File: src/rtl/regfile_dump_reader.sv
// Debug reader on the spare register-file read port: fetches one register or
// all NUM_REGS registers and streams them out over a valid/ready handshake.
module regfile_dump_reader #(
  parameter int ADDR_W   = 5,
  parameter int DATA_W   = 32,
  parameter int NUM_REGS = 32
) (
  input  logic              clk,
  input  logic              rst,
  input  logic              start,
  input  logic              mode,
  input  logic [ADDR_W-1:0] sel_addr,
  input  logic              abort,
  output logic [ADDR_W-1:0] ra,
  input  logic [DATA_W-1:0] rdata,
  output logic              out_valid,
  input  logic              out_ready,
  output logic [ADDR_W-1:0] out_addr,
  output logic [DATA_W-1:0] out_data,
  output logic              out_last,
  output logic              busy,
  output logic              done
);

  typedef enum logic [1:0] {
    IDLE,
    FETCH,
    SEND,
    FIN
  } state_t;

  localparam logic [ADDR_W-1:0] LastAddr = ADDR_W'(NUM_REGS - 1);

  state_t            state_q, state_d;
  logic              mode_q, mode_d;
  logic [ADDR_W-1:0] count_q, count_d;
  logic [ADDR_W-1:0] addr_q, addr_d;
  logic [DATA_W-1:0] data_q, data_d;
  logic              last_q, last_d;

  always_ff @(posedge clk) begin
    if (rst) begin
      state_q <= IDLE;
      mode_q  <= 1'b0;
      count_q <= '0;
      addr_q  <= '0;
      data_q  <= '0;
      last_q  <= 1'b0;
    end else begin
      state_q <= state_d;
      mode_q  <= mode_d;
      count_q <= count_d;
      addr_q  <= addr_d;
      data_q  <= data_d;
      last_q  <= last_d;
    end
  end

  // Abort beats every transition, and in IDLE it also swallows a same-cycle start.
  always_comb begin
    state_d = state_q;
    mode_d  = mode_q;
    count_d = count_q;
    addr_d  = addr_q;
    data_d  = data_q;
    last_d  = last_q;
    if (abort) begin
      state_d = IDLE;
      if (state_q != IDLE) begin
        last_d = 1'b0;
      end
    end else begin
      unique case (state_q)
        IDLE: begin
          if (start) begin
            mode_d  = mode;
            count_d = mode ? '0 : sel_addr;
            state_d = FETCH;
          end
        end
        FETCH: begin
          data_d  = rdata;
          addr_d  = count_q;
          last_d  = !mode_q || (count_q == LastAddr);
          state_d = SEND;
        end
        SEND: begin
          if (out_ready) begin
            if (last_q) begin
              state_d = FIN;
            end else begin
              count_d = count_q + ADDR_W'(1);
              state_d = FETCH;
            end
          end
        end
        FIN: begin
          state_d = IDLE;
        end
        default: begin
          state_d = IDLE;
        end
      endcase
    end
  end

  assign ra        = count_q;
  assign out_valid = (state_q == SEND);
  assign out_addr  = addr_q;
  assign out_data  = data_q;
  assign out_last  = last_q;
  assign busy      = (state_q != IDLE);
  assign done      = (state_q == FIN);

endmodule
File: config.mk
export PLATFORM = sky130hd
export DESIGN_NAME = regfile_dump_reader
export DESIGN_NICKNAME = d
export VERILOG_FILES = /design/src/rtl/regfile_dump_reader.sv
export SDC_FILE = /design/constraint.sdc
export NUM_CORES = 1
export LEC_CHECK = 0
export BUFFER_PORTS_ARGS = -buffer_cell sky130_fd_sc_hd__buf_2
export CAP_MARGIN = 15
export CORE_MARGIN = 4
export CORE_UTILIZATION = 40
export CTS_CLUSTER_DIAMETER = 30
export DETAILED_ROUTE_END_ITERATION = 6
export PLACE_DENSITY = 0.75
export SYNTH_ARGS = -nofsm -noshare
export SYNTH_HDL_FRONTEND = slang
export SYNTH_SLANG_ARGS = --single-unit
File: constraint.sdc
create_clock -name clk -period 3.8 [get_ports clk]
set_input_delay 0.19 -clock clk [delete_from_list [all_inputs] [get_ports clk]]
set_output_delay 0.19 -clock clk [all_outputs]
set_load 0.03 [all_outputs]
# Word-level counts from Yosys, hierarchy flattened
# Index checks and enable logic that the tools add are counted.
[totals]
input_bits = 43
ff_bits = 46
wordCells = 40
[classes]
n_mux = 12
add_sub_neg = 1
n_bitwise = 1
n_eq_ne = 8
reduce_logical = 12
[ops]
columns = ["cell", "n"]
rows = [
  ["$mux W5", 4],
  ["$pmux W5 S2", 1],
  ["$pmux W2 S4", 1],
  ["$mux W2", 3],
  ["$reduce_and A2 Y1", 3],
  ["$reduce_bool A2 Y1", 3],
  ["$add A5 B1 Y5 const B", 1],
  ["$eq A5 B5 Y1 const B", 1],
  ["$reduce_and A5 Y1", 1],
  ["$eq A2 B2 Y1 const B", 2],
  ["$ne A2 B1 Y1 const B", 2],
  ["$ne A2 B2 Y1 const B", 2],
  ["$mux W1", 3],
  ["$reduce_and A3 Y1", 1],
  ["$eq A2 B1 Y1 const B", 1],
  ["$logic_not A2 Y1", 1],
  ["$reduce_or A2 Y1", 1],
  ["$logic_not A1 Y1", 1],
  ["$logic_or A1 B1 Y1", 1],
  ["$not A1 Y1", 1],
]

# Depth between registers and ports, before layout
[logic_depth]
word_depth = 4
ltp_mapped = 7

# Worst setup path before layout
# OpenSTA, ideal clock, no wires.
[synth_timing]
path_kind = "flip-flop to flip-flop"
start = "register count_q[0], in the netlist ra[0]"
end = "register last_q, in the netlist out_last"
path_buffers = 0
required_time_ps = 3672
stages_incl_launch_ff = 8
arrival_time_ps = 1467
slack_ps = 2205
path_cell_list = "dfxtp_1 -> ha_1 -> and3_1 -> ha_1 -> nand2b_1 -> a31oi_1 -> o22a_1 -> nor2_1"
[synth_via]
elab_chain_len = 4
[synth_rtl]
columns = ["element", "line_no", "rtl"]
rows = [
  ["from (decl)", "36", "logic [ADDR_W-1:0] count_q, count_d;"],
  ["from (signal assigned)", "52", "count_q <= count_d;"],
  ["$eq A5 B5 Y1", "84", "last_d = !mode_q || (count_q == LastAddr);"],
  ["$logic_or A1 B1 Y1", "84", ""],
  ["$mux W1", "73", "unique case (state_q)"],
  ["$mux W1", "67", "if (abort) begin"],
  ["to (signal assigned)", "55", "last_q <= last_d;"],
  ["to (decl)", "39", "logic last_q, last_d;"],
]
# No other way between the ends. The select of a mux whose other input is x is not followed.
# A chain may end at the register's enable or synchronous reset.

# Final worst setup path
[layout_timing]
start = "register state_q[0]"
end = "register data_q[8], in the netlist out_data[8]"
[layout_via]
elab_chain_len = 2
[layout_rtl]
columns = ["element", "line_no", "rtl"]
rows = [
  ["from (decl)", "34", "state_t state_q, state_d;"],
  ["from (signal assigned)", "50", "state_q <= state_d;"],
  ["$eq A2 B1 Y1", "73", ""],
  ["$reduce_and A2 Y1 (no line)", "-", ""],
  ["to (signal assigned)", "54", "data_q <= data_d;"],
  ["to (decl)", "38", "logic [DATA_W-1:0] data_q, data_d;"],
]
# No other way between the ends.

==> flow_metrics.py <==
metrics = {
    "floorplanning": {
        "rows": 24,
        "chipHeight_um": 75.6,
        "start_util_pct": 41.7,
        "die_width_um": 75.6,
        "io_pins": 89,
        "core_area_mm2": 0.00438,
        "die_area_mm2": 0.00571,
    },
    "clock_network": {
        "clk_latency_ns": 0.29,
        "numCtsBuffers": 5,
        "cts_tree": "done",
        "cts.sinks": 46,
        "clk_pin_slew_ns": 0.09,
        "h-tree-depth": 2,
        "root_buffer": "clkbuf_8",
        "ctsHoldBuffers": 0,
        "clockBufferDepth": 2,
        "post_cts_buffers": 0,
        "cts_resized": 0,
    },
    "worst_setup_path": {
        "worstPathArrival_ns": 1.98,
        "critical_path_required_ns": 4.01,
        "start_kind": "register",
        "endpoint_kind": "register",
        "rr_worst_depth": 5,
        "cp-startpoint": "state_q[0]",
        "cp_max_fo": 23,
        "critPathKind": "register to register",
        "r2r_start": "state_q[0]",
    },
    "synthesis": {
        "synth_most_common_cell": "nand2_1",
        "ys_seq_elements": 46,
        "yosysUniqueCellTypes": 35,
        "synth-edff-count": 0,
        "ys_seq_area_share_pct": 50.4,
        "synth_commonest_cells": "nand2_1, dfxtp_1, a21oi_1",
        "synth_top_family_by_area": "simple AND/OR/NAND/NOR gates",
        "synthAdderAreaFrac_pct": 1.37,
        "syn_inst": 225,
        "yosys.area.top_type": "dfxtp_1",
        "synth_area_leaders": "dfxtp_1, nand2_1, a21oi_1, buf_6, nor3b_1",
        "yosys.area_share.simple_pct": 26.0,
        "ys_warn_count": 0,
        "synth.avg_cell_area_um2": 8.12,
        "synth_fp_nets": 270,
        "async_reset_ff_share_pct": 0,
        "synthXorXnorAreaFrac_pct": 0,
        "synth-compound-area-share_pct": 16.2,
        "synth-main-ff-cell": "dfxtp_1",
        "synth_top_area_share_pct": 50.4,
        "synthMuxAreaShare_pct": 0.548,
        "syn_area_mm2": 0.00183,
    },
    "global_routing": {
        "grt_pass1_wl_mm": 6.47,
        "grt_pass1_vias": 1516,
        "grt.overflow.total": 0,
        "grt_use_met1_pct": 18.3,
        "antenna_found_initial": 0,
        "top_usage_layer": "met2",
        "grt_usage_pct": 14.4,
        "use_met3_pct": 5.01,
        "grtUsageMet2_pct": 23.6,
        "grt_max_degree": 47,
    },
    "sta": {
        "worst_slew_pin_slew_ns": 0.814,
        "min_period_ns": 1.76,
        "fin_skew_ns": 0.00765,
        "drv_slew": 0,
        "timing.final.crit_share_pct": 46.4,
        "setup_viol": 0,
        "relSlewSlack_pct": 45.7,
        "setup_tns_ns": 0,
        "hold_slack_ns": 0.112,
        "max_freq_mhz": 568,
        "hold_viol": 0,
        "rsz0062_at_grt": "false",
    },
    "finish": {
        "num-nets-final": 353,
        "drive_above_1_share_pct": 33.0,
        "stdcell_area_mm2": 0.00241,
        "area_growth_pct": 32.1,
        "diodes": 0,
    },
    "detailed_routing": {
        "vias_per_cell": 4.86,
        "totalWireLength_mm": 4.21,
        "vias": 1755,
        "first_iter_violations": 57,
        "first_pass_iters": 4,
        "post_drt_wl_per_cell_um": 11.7,
        "final_antenna_net_count": 0,
        "drc": 0,
    },
    "placed_design": {
        "gp_congestion": 0.766,
        "place_area_mm2": 0.00224,
        "portBuffers": 88,
        "dp_hpwl_mm": 2.98,
    },
    "power": {
        "p_int_mw": 0.814,
        "switching_share_pct": 22.0,
        "peakVddDrop_uv": 193,
        "p_leak_nw": 1.09,
        "power_density_mw_per_mm2": 432,
        "clockPowerShare_pct": 42.0,
        "combPwrFrac_pct": 9.8,
        "p_sw_mw": 0.229,
        "pwr-share-seq_pct": 48.2,
    },
    "hold_path": {
        "min_from": "abort",
        "hp-class": "input port to register",
        "hold_depth": 2,
    },
    "run": {
        "drv_cap": 0,
    },
    "run_status": {
        "status": "finished clean",
    },
}
## cells in the final DEF (no fill, tap or decap), types with 2 or more instances in the layout
master,count
clkbuf_8,6
buf_2,88
nor2b_1,2
a21oi_1,44
a211oi_1,3
ha_1,2
nand2b_1,3
dfxtp_1,46
nor2_1,5
nor3b_1,5
and2_1,2
nand2_1,79
bufinv_16,2
## registers in the layout, summed over array words and instances (netlist names)
signal / count
out_data: 32
out_addr: 5
ra: 5
state_q: 2
mode_q: 1
out_last: 1
## metal layers
layer	wire, um	share of wire [%]
met1	1900	45
met2	1880	45
met3	393	9.3
met4	34	0.81
met5	0	0
## kinds of logic after synthesis
family                   Yosys count
AND/OR/NAND/NOR                  107
AO/OA/AOI/OAI                     54
flip-flops                        46
buffers and inverters             15
adder cells (fa/ha/maj)            2
multiplexers                       1
## worst max-delay path, cell delays in order (launching register included)
cell and delay [ns]:
dfxtp_1 0.43, nor2b_2 0.21, and2_1 0.47, buf_4 0.36, nand2_1 0.08, a21oi_1 0.13
## metrics by stage
step	worst slack [ns]	cells	total power [mW]	utilization, %
2_1_floorplan	2.21	225	0.576	-
3_3_place_gp	1.98	352	0.614	51.1
3_5_place_dp	1.93	352	0.615	51.1
4_1_cts	1.90	360	1.06	54.4
5_1_grt	1.82	361	1.08	55.0
6_report	2.04	361	1.04	55.0
## power by group through the flow
stage | logic, mW | registers [mW] | clock network, mW
finish | 0.102 | 0.503 | 0.438
global route | 0.112 | 0.505 | 0.468
CTS | 0.101 | 0.503 | 0.453
detailed placement | 0.101 | 0.514 | 0
global placement | 0.100 | 0.514 | 0
floorplan | 0.0428 | 0.533 | 0
## final timing paths
kind / endpoint / slack (ns)
setup / recovery: out_data[8] / 2.04
hold reg to reg: out_data[18] / 0.45
hold / removal: state_q[0] / 0.11
setup reg to reg: out_data[8] / 2.04
## layout make-up
class | count | area [um^2]
Timing Repair Buffer | 90 | 475
Inverter | 1 | 3.75
Clock inverter | 2 | 60.1
Sequential cell | 46 | 921
Multi-Input combinational cell | 164 | 805
Clock buffer | 6 | 82.6
Fill cell | 429 | 1970
Tap cell | 52 | 65.1
No activity file was read; power rests on OpenSTA's default activity.
